**config.mk**
```make
export PLATFORM = sky130hd
export DESIGN_NAME = imem_arbiter
export DESIGN_NICKNAME = d
export VERILOG_FILES = /design/src/rtl/riscv_defines.sv /design/src/rtl/imem_arbiter.sv
export SDC_FILE = /design/constraint.sdc
export NUM_CORES = 1
export LEC_CHECK = 0
export ABC_CLOCK_PERIOD_IN_PS = 1550
export CORE_MARGIN = 10
export CORE_UTILIZATION = 18
export CTS_CLUSTER_DIAMETER = 100
export DETAILED_ROUTE_END_ITERATION = 16
export GPL_ROUTABILITY_DRIVEN = 0
export GPL_TIMING_DRIVEN = 0
export PLACE_DENSITY = 0.78
export RECOVER_POWER = 25
export SLEW_MARGIN = 10
export SYNTH_ARGS = -nofsm -noshare
export SYNTH_HDL_FRONTEND = slang
export SYNTH_SLANG_ARGS = --single-unit
```
**constraint.sdc**
```tcl
create_clock -name clk -period 1.55 [get_ports clk]
set_input_delay 0.2325 -clock clk [delete_from_list [all_inputs] [get_ports clk]]
set_output_delay 0.2325 -clock clk [all_outputs]
set_load 0.02 [all_outputs]
```
**src/rtl/riscv_defines.sv**
```systemverilog
// Shared core definitions.
// Instruction memory response owner encoding.
package riscv_defines;

   typedef enum logic [1:0] {
      OWN_NONE = 2'd0,
      OWN_IF   = 2'd1,
      OWN_DBG  = 2'd2
   } imem_owner_t;

endpackage

```
**src/rtl/imem_arbiter.sv**
```systemverilog
// Instruction SRAM arbiter: fetch has priority, debug port
// is force-granted after MAX_WAIT consecutive refusals.
module imem_arbiter
   import riscv_defines::*;
#(
   parameter int unsigned MAX_WAIT = 8
) (
   input  logic        clk,
   input  logic        rst_n,

   input  logic        if_req_i,
   input  logic [31:0] if_addr_i,
   output logic        if_gnt_o,
   output logic        if_rvalid_o,
   output logic [31:0] if_rdata_o,

   input  logic        dbg_req_i,
   input  logic        dbg_we_i,
   input  logic [3:0]  dbg_be_i,
   input  logic [31:0] dbg_addr_i,
   input  logic [31:0] dbg_wdata_i,
   output logic        dbg_gnt_o,
   output logic        dbg_rvalid_o,
   output logic [31:0] dbg_rdata_o,

   output logic        mem_req_o,
   output logic        mem_we_o,
   output logic [3:0]  mem_be_o,
   output logic [31:0] mem_addr_o,
   output logic [31:0] mem_wdata_o,
   input  logic [31:0] mem_rdata_i,

   output logic        starve_o
);

   localparam int unsigned WW = $clog2(MAX_WAIT + 1);
   localparam logic [WW-1:0] WAIT_MAX = WW'(MAX_WAIT);
   localparam logic [31:0] WORD_MASK = 32'hFFFF_FFFC;

   logic [WW-1:0] wait_q, wait_d;
   imem_owner_t   owner_q, owner_d;
   logic          we_q, we_d;
   logic          ready_q;
   logic          if_gnt, dbg_gnt;

   // Grants stay blocked until the first edge after reset.
   always_comb begin
      dbg_gnt = ready_q & dbg_req_i &
                (~if_req_i | (wait_q == WAIT_MAX));
      if_gnt  = ready_q & if_req_i & ~dbg_gnt;
   end

   always_comb begin
      mem_req_o   = 1'b0;
      mem_we_o    = 1'b0;
      mem_be_o    = 4'h0;
      mem_addr_o  = 32'h0;
      mem_wdata_o = 32'h0;
      unique case (1'b1)
         dbg_gnt: begin
            mem_req_o   = 1'b1;
            mem_we_o    = dbg_we_i;
            mem_be_o    = dbg_be_i;
            mem_addr_o  = dbg_addr_i & WORD_MASK;
            mem_wdata_o = dbg_wdata_i;
         end
         if_gnt: begin
            mem_req_o   = 1'b1;
            mem_be_o    = 4'hF;
            mem_addr_o  = if_addr_i & WORD_MASK;
         end
         default: ;
      endcase
   end

   always_comb begin
      wait_d = '0;
      if (dbg_req_i && !dbg_gnt) begin
         wait_d = (wait_q == WAIT_MAX) ? wait_q : wait_q + 1'b1;
      end
   end

   always_comb begin
      owner_d = OWN_NONE;
      we_d    = 1'b0;
      unique case (1'b1)
         dbg_gnt: begin
            owner_d = OWN_DBG;
            we_d    = dbg_we_i;
         end
         if_gnt: owner_d = OWN_IF;
         default: ;
      endcase
   end

   always_ff @(posedge clk or negedge rst_n) begin
      if (!rst_n) begin
         wait_q  <= '0;
         owner_q <= OWN_NONE;
         we_q    <= 1'b0;
         ready_q <= 1'b0;
      end else begin
         wait_q  <= wait_d;
         owner_q <= owner_d;
         we_q    <= we_d;
         ready_q <= 1'b1;
      end
   end

   always_comb begin
      if_gnt_o     = if_gnt;
      dbg_gnt_o    = dbg_gnt;
      starve_o     = dbg_gnt & if_req_i;
      if_rvalid_o  = (owner_q == OWN_IF);
      dbg_rvalid_o = (owner_q == OWN_DBG);
      if_rdata_o   = if_rvalid_o ? mem_rdata_i : 32'h0;
      // Write acks carry no data.
      dbg_rdata_o  = (dbg_rvalid_o && !we_q) ? mem_rdata_i : 32'h0;
   end

endmodule

```
* After elaboration in Yosys (flattened, before gate mapping)
Index checks and enable logic that the tools add are counted.
** Word-level totals
- Bits in latches :: 0
- RAM bits :: 0
- Memories :: 0
- Output and inout port bits :: 139
- Bits in read-only memories :: 0
- Register bits after elaboration :: 8
** Cells by class
- Bitwise gates (word level) :: 8
- Reduce and logical (&&, ||, !) cells :: 5
- Muxes and demuxes :: 10
- Multipliers :: 0
- Shift-type cells :: 0
- Equal/unequal tests :: 4
- Order comparisons :: 0
- Divide/modulo/power cells :: 0
- Add/subtract/negate cells :: 1
** Operator list (number)
- $mux W32 :: 3
- $pmux W32 S2 :: 1
- $mux W4 :: 2
- $pmux W4 S2 :: 1
- $and A1 B1 Y1 :: 5
- $add A4 B1 Y4 const B :: 1
- $eq A4 B4 Y1 const B :: 1
- $pmux W2 S2 :: 1
- $eq A2 B1 Y1 const B :: 1
- $eq A2 B2 Y1 const B :: 1
- $logic_and A1 B1 Y1 :: 2
- $logic_not A1 Y1 :: 2
- $mux W1 :: 2
- $ne A2 B2 Y1 const B :: 1
- $not A1 Y1 :: 2
- $reduce_or A2 Y1 :: 1
- $or A1 B1 Y1 :: 1

* Logic depth before layout (Yosys ltp)
Gate-level depths: netlist of the first run.
- Word-level depth :: 7
- Depth in mapped cells :: 7
- Gate-level depth less buffers :: 5

* Worst setup path before layout of the first run
Ideal clock, no wire load.
- Path kind :: register to output
- From :: register wait_q[0]
- To :: output port mem_addr_o[11]
- Slack :: -0.280 ns
- Required time :: 1.317 ns
- Data arrival time :: 1.597 ns
- Stages on the path, launching flop included :: 8
- Cells stage by stage :: dfrtp_1 -> inv_1 -> ha_1 -> and3b_1 -> buf_6 -> a21oi_4 -> buf_6 -> a22o_1
** On the way
- Cells in the longest elaborated chain, start to end :: 6
** RTL lines
- start, declared :: line imem_arbiter.sv:40 : logic [WW-1:0] wait_q, wait_d;
- start signal, assigned :: line imem_arbiter.sv:103 : wait_q <= wait_d;
- $eq A4 B4 Y1 :: line imem_arbiter.sv:49 : (~if_req_i | (wait_q == WAIT_MAX));
- $or A1 B1 Y1 :: line imem_arbiter.sv:49
- $and A1 B1 Y1 :: line imem_arbiter.sv:48 : dbg_gnt = ready_q & dbg_req_i &
- $not A1 Y1 :: line imem_arbiter.sv:50 : if_gnt = ready_q & if_req_i & ~dbg_gnt;
- $and A1 B1 Y1 :: line imem_arbiter.sv:50
- named net if_gnt_o :: line imem_arbiter.sv:13 : output logic if_gnt_o,
- $pmux W32 S2 :: line imem_arbiter.sv:59 : unique case (1'b1)
- end, declared :: line imem_arbiter.sv:29 : output logic [31:0] mem_addr_o,
The timed path passes the listed nets, and every way through them passes these cells.

* Final worst setup path of the first run
- From :: register wait_q[1]
- To :: output port mem_wdata_o[14]
** On the way
- Cells in the longest elaborated chain, start to end :: 4
** RTL lines
- $eq A4 B4 Y1 :: line imem_arbiter.sv:49
- $or A1 B1 Y1 :: line imem_arbiter.sv:49
- $and A1 B1 Y1 :: line imem_arbiter.sv:48
- $mux W32 :: line imem_arbiter.sv:59
- end, declared :: line imem_arbiter.sv:30 : output logic [31:0] mem_wdata_o,
No other way between the ends.

==> metrics.md, run 1 <==
| Metric | Value |
|---|---|
| Flop and latch count out of synthesis | `8` |
| Gr ovfl total | `0` |
| Required time worst endpoint | `about 1.3 ns` |
| Placement Cell Area | `between 4000 and 5000 um^2` |
| # nets final | `between 600 and 700` |
| H-tree depth | `1` |
| Critical Path Source Type | `register` |
| Final hold vios | `0` |
| Mean Syn Cell Area | `between 7 and 8 um^2` |
| # diodes | `0` |
| Largest net degree at the start of global routing | `12` |
| Final worst slack | `-0.534 ns` |
| Crit path DAT | `approximately 1.9 ns` |
| Core area | `between 7000 and 8000 um^2` |
| DR iter-0 viols | `36` |
| R2r endpoint | `we_q` |
| Filler cells | `between 500 and 600` |
| Die W | `109 um` |
| Inserted Clock Buffers | `3` |
| Root Buffer | `clkbuf_8` |
| Wl on met1 | `3.81 mm` |
| Layout cells sized above 1 | `between 60% and 70%` |
| Crit share post-route | `134%` |
| Failing checks | `setup timing` |
| Vias in the first global route | `around 2700` |
| Footprint of the multi-input gates | `between 1500 and 2000 um^2` |
| Routed WL per cell | `21.0 um` |
| DRC viols | `0` |
| FF-to-FF Start | `wait_q[1]` |
| FF-to-FF setup slack | `-0.09 ns` |
| Global Route Usage Sum | `approximately 16%` |
| WS Path Type | `register to output port` |
| Fin area | `about 5600 um^2` |
| CTS tree | `built` |
| Crit-path max FO | `5` |
| Clk_lat worst skew | `0.23 ns` |
| First-pass GRT wire length | `approximately 15 mm` |
| Die area | `about 12000 um^2` |
| Worst clock skew | `approximately 0.00073 ns` |
| CP Capture Type | `output port` |
| RSZ-0062 raised after global routing | `yes` |
| Fin. max-slew vios | `0` |
| Pwr Density | `335 nW/um^2` |
| Fin cells | `roughly 620` |
| CTS clk-pin slew, worst paths | `0.04 ns` |
| Cell Area, Synth | `between 1000 and 1500 um^2` |
| Placed Cells | `roughly 560` |
| Met2 wire len | `about 7.5 mm` |
| Sink Count | `8` |
| Final min period | `~2.1 ns` |
| IO Port Bufs | `~270` |
| Floorplan row count | `32` |
| Initial DRT Pass Iterations | `4` |
| Sequential area share after synthesis | `14.0%` |
| Final HPWL from detailed placement | `approximately 9.7 mm` |
| Initial antenna violation count | `0` |
| ANT nets after route | `0` |
| FMAX | `0.480 GHz` |
| Initial Util | `a little under a fifth` |
| Reg2reg path depth | `8` |
| # setup viols final | `about 130` |
| Final Power | `~1.9 mW` |
| FF/Latch Area | `approximately 200 um^2` |
| Cells after Synth | `roughly 190` |
| Max IR drop VDD | `~0.18 mV` |
| Top Ports | `between 200 and 300` |
| Die Ht | `109 um` |
| Leakage power | `2.75 nW` |
| Highest metal layer with signal wires | `met4` |
| Post-layout util | `between 70% and 80%` |
| Worst min path class | `input pin to asynchronous set/reset pin` |
| Clk buf depth | `2` |
| Via count | `between 2000 and 3000` |
| Routed wl met3 | `around 1.6 mm` |
| Outcome | `complete, but fails checks` |
| WL final | `about 13 mm` |
| Via/cell ratio | `~4.4` |
| Area Overhead vs Synth | `290%` |
| Ys Warns | `0` |
| Yosys cell types | `27` |
| Maxcap violations | `0` |
-- area by class of cell --
cell class                 count  area share (%)
sequential                     8            3.58
tap                          102            2.28
buffer                        18            4.37
inverter                       3           0.202
multi-input combinational    158            28.7
timing repair buffer         329            60.1
clock buffer                   3           0.739
-- worst max-delay path by stage --
| stage | start | to | slack [ns] | depth (start not counted) |
|---|---|---|---|---|
| CTS | wait_q[0] | mem_addr_o[21] | -0.54 | 9 |
| global route | wait_q[0] | mem_wdata_o[17] | -0.63 | 7 |
| global placement | dbg_req_i | mem_addr_o[7] | -1.08 | 6 |
| detailed placement | dbg_req_i | mem_addr_o[7] | -1.11 | 6 |
| floorplan | wait_q[0] | mem_addr_o[11] | -0.15 | 7 |
| finish | wait_q[1] | mem_wdata_o[14] | -0.53 | 7 |
-- cell usage after synthesis --
cell type | n | area, um^2
inv_1 | 3 | 11.3
nor2b_1 | 3 | 18.8
a21o_1 | 4 | 30.0
clkbuf_1 | 8 | 30.0
nand3b_1 | 1 | 7.51
a21oi_4 | 1 | 16.3
buf_2 | 2 | 10.0
conb_1 | 2 | 7.51
and3_1 | 3 | 18.8
a21oi_2 | 1 | 8.76
buf_4 | 3 | 22.5
nor3_1 | 1 | 5.00
and2_1 | 97 | 607
and4_1 | 1 | 8.76
xor2_1 | 1 | 8.76
a22o_1 | 30 | 263
mux2_2 | 1 | 11.3
ha_1 | 2 | 25.0
dfrtp_1 | 8 | 200
a21oi_1 | 1 | 5.00
and3b_1 | 1 | 8.76
xnor2_1 | 2 | 17.5
buf_6 | 6 | 67.6
nand3_1 | 1 | 5.00
o21a_1 | 1 | 7.51
o21ai_0 | 1 | 5.00
nand2_1 | 2 | 7.51
-- cells in the final DEF (no fill, tap or decap), types with 2 or more instances in the layout --
cell type and instances:
buf_8 6, clkbuf_8 3, clkbuf_4 3, dlymetal6s2s_1 3
clkdlybuf4s50_1 130, conb_1 3, clkbuf_16 3, a22o_1 5
nor2b_4 3, dfrtp_1 8, a21oi_4 2, buf_4 49
inv_1 2, a22o_4 25, buf_6 134, and2_4 78
a21o_4 4, and2_2 5, and2_1 14, nand2_1 2
and3_1 2, buf_2 8, clkdlybuf4s15_2 4, buf_12 5
xnor2_1 2
-- state kept, by name (all words and copies together) (netlist names) --
signal	count
owner_q	2
ready_q	1
wait_q	4
we_q	1
-- layer usage --
layer  GRT usage (%)  up-vias
li1                -     1284
met1            13.2     1284
met2            33.6      157
met3            8.79       11
met4            3.62        0
met5               0        -
-- power by group --
part           total, mW  leakage (nW)  internal [mW]  switching, mW
registers          0.226         0.106          0.219        0.00703
clock network      0.253        0.0216          0.168         0.0845
logic               1.39          2.62          0.865          0.525
-- cell families (layout without fill, tap and decap cells) --
kind of cell    count (synthesis)  in the layout  share of synthesized area (%)
mux                             1              1                          0.785
compound gates                 39             39                           23.4
xor+xnor                        3              3                           1.83
flops                           8              8                           14.0
other cells                     2              3                          0.524
fa+ha+maj                       2              2                           1.74
simple gates                  110            110                           47.9
buf+inv                        22            353                           9.86
-- worst max-delay path: stages, from the launching register on --
cell	delay [ns]
dfrtp_1	0.37
inv_1	0.09
ha_4	0.13
nand3b_1	0.17
a21oi_4	0.28
buf_2	0.19
and2_2	0.14
clkdlybuf4s15_2	0.26
-- metrics by stage --
step / setup TNS, ns / hold slack, ns / setup slack [ns]
global placement: -100.40 / 0.521 / -1.08
global route: -56.41 / 0.365 / -0.626
floorplan: -7.38 / -0.0631 / -0.150
CTS: -56.01 / 0.280 / -0.540
finish: -46.12 / 0.342 / -0.534
detailed placement: -102.18 / 0.528 / -1.11
-- timing repair --
action,4_1_cts,5_1_grt
setup buffers,10,45
cloned,0,9
gates resized for setup,458,445
pin swaps,9,30
hold buffers,0,0
setup endpoints to repair,139,142
No activity file was read; power rests on OpenSTA's default activity.
==> run 2: changes to the inputs <==
--- a/config.mk
+++ b/config.mk
@@ -6,15 +6,14 @@
 export NUM_CORES = 1
 export LEC_CHECK = 0
 export ABC_CLOCK_PERIOD_IN_PS = 1550
-export CORE_MARGIN = 10
-export CORE_UTILIZATION = 18
+export CORE_AREA = 10 10 98 100
 export CTS_CLUSTER_DIAMETER = 100
 export DETAILED_ROUTE_END_ITERATION = 16
+export DIE_AREA = 0 0 108 110
+export DONT_BUFFER_PORTS = 1
 export GPL_ROUTABILITY_DRIVEN = 0
 export GPL_TIMING_DRIVEN = 0
-export PLACE_DENSITY = 0.78
 export RECOVER_POWER = 25
-export SLEW_MARGIN = 10
 export SYNTH_ARGS = -nofsm -noshare
 export SYNTH_HDL_FRONTEND = slang
 export SYNTH_SLANG_ARGS = --single-unit
==> metrics.md, run 2 (synthesis gave the netlist of run 1 again) <==
| Metric | Value |
|---|---|
| Worst min path class | `input pin to register` |
| Global Route Usage Sum | `between 10% and 20%` |
| Clk_lat worst skew | `0.24 ns` |
| Crit path DAT | `about 1.7 ns` |
| Routed WL per cell | `between 20 and 30 um` |
| Pwr Density | `~440 nW/um^2` |
| Max IR drop VDD | `between 0.1 and 0.15 mV` |
| Fin. max-slew vios | `0` |
| # diodes | `0` |
| Crit share post-route | `127%` |
| Final min period | `approximately 2 ns` |
| Clk buf depth | `2` |
| IO Port Bufs | `0` |
| Failing checks | `setup timing` |
| First-pass GRT wire length | `between 10 and 15 mm` |
| Die W | `roughly 110 um` |
| Final HPWL from detailed placement | `7.13 mm` |
| CP Capture Type | `output port` |
| Pre-CTS setup slack | `-0.432 ns` |
| Gr ovfl total | `0` |
| Largest register FFs | `4` |
| Vias in the first global route | `1809` |
| CTS tree | `built` |
| DR iter-0 viols | `34` |
| Critical Path Source Type | `register` |
| Initial DRT Pass Iterations | `4` |
| FF-to-FF Start | `wait_q[0]` |
| Via/cell ratio | `just under 5` |
| Floorplan row count | `32` |
| H-tree depth | `1` |
| CTS clk-pin slew, worst paths | `about 0.040 ns` |
| Final Power | `about 1.2 mW` |
| Required time worst endpoint | `~1.3 ns` |
| ANT nets after route | `0` |
| R2r endpoint | `wait_q[1]` |
| Commonest non-fill, non-tap cell in the layout | `and2_4` |
| Top Registers | `wait_q x4, owner_q x2` |
| Maxcap violations | `0` |
| # nets final | `around 360` |
| Filler cells | `just under 800` |
| Core area | `about 7600 um^2` |
| Via count | `roughly 1600` |
| Final hold vios | `0` |
| Worst clock skew | `roughly 0.0062 ns` |
| Post-layout util | `35.8%` |
| HP Start | `if_req_i` |
| Leakage power | `1.31 nW` |
| Layout cells sized above 1 | `around 87%` |
| Reg2reg path depth | `8` |
| Largest net degree at the start of global routing | `11` |
| Initial Util | `18.7%` |
| Inserted Clock Buffers | `3` |
| Area Overhead vs Synth | `91.1%` |
| Top Ports | `276` |
| FMAX | `around 0.51 GHz` |
| Die Ht | `110 um` |
| Most frequent cells in the layout | `and2_4 (96), a22o_4 (28), buf_6 (18)` |
| Outcome | `complete, but fails checks` |
| # setup viols final | `between 100 and 150` |
| DRC viols | `0` |
| Die area | `approximately 12000 um^2` |
| RSZ-0062 raised after global routing | `yes` |
| FF-to-FF setup slack | `-0.08 ns` |
| Initial antenna violation count | `0` |
| WS Path Type | `register to output port` |
| Root Buffer | `clkbuf_8` |
| Hold Path Sink | `owner_q[1]` |
| Final worst slack | `-0.422 ns` |
| Crit-path max FO | `9` |
| Sink Count | `8` |
| Largest reg by FF count | `wait_q` |
| WL final | `about 8.6 mm` |
| Hold Path Depth | `1` |
-- run 2: metal layers --
layer  global-route usage [%]  vias to the layer above  wire, um
li1                         -                      691         -
met1                     9.52                      725      2450
met2                     23.8                      158      4800
met3                     6.50                        6      1260
met4                     3.05                        0       104
met5                        0                        -         0
-- run 2: what timing repair did --
item / CTS / global route
gates resized for setup: 131 / 103
endpoints found under the hold margin: 8 / 0
hold buffers: 1 / 0
setup buffers: 13 / 10
gates cloned: 4 / 5
setup endpoints to repair: 139 / 136
pin swaps: 20 / 51
-- run 2: power by group --
group	internal (mW)	leakage, nW	switching [mW]
Sequential	0.219	0.106	0.00781
Clock	0.169	0.0216	0.0882
Combinational	0.349	1.18	0.362
Total	0.737	1.31	0.458
-- run 2: area by class of cell --
type                            instances  area [um^2]  share of cell area (%)
Inverter                                3         11.3                   0.411
Timing Repair Buffer                   32          407                    14.8
Clock buffer                            3         41.3                    1.51
Tap cell                              102          128                    4.66
Multi-Input combinational cell        158         1680                    61.2
Buffer                                 19          277                    10.1
Sequential cell                         8          200                    7.31
-- run 2: worst max-delay path by stage --
stage,start,end,slack [ns],depth (start not counted)
after floorplan,wait_q[0],mem_addr_o[11],-0.15,7
after global placement,wait_q[0],mem_we_o,-0.40,7
after detailed placement,wait_q[0],mem_we_o,-0.43,7
after CTS,wait_q[0],mem_we_o,-0.47,7
after global routing,wait_q[0],mem_we_o,-0.51,7
final,wait_q[0],mem_addr_o[12],-0.42,8
-- run 2: critical path, cell delays in order (launching register included) --
cell     delay, ns
dfrtp_1       0.36
inv_2         0.06
ha_4          0.15
and3b_1       0.16
buf_6         0.12
a21oi_4       0.15
buf_12        0.17
buf_12        0.15
a22o_4        0.17
-- run 2: through the flow --
| stage | TNS (ns) | hold WS, ns | cell area, um^2 | cells |
|---|---|---|---|---|
| final | -32.90 | 0.0963 | 2740 | 325 |
| after global routing | -42.56 | 0.101 | 2740 | 325 |
| after CTS | -36.55 | 0.101 | 2420 | 311 |
| after global placement | -31.94 | -0.0627 | 1900 | 290 |
| after floorplan | -7.38 | -0.0631 | 1770 | 188 |
| after detailed placement | -36.01 | -0.0628 | 1900 | 290 |
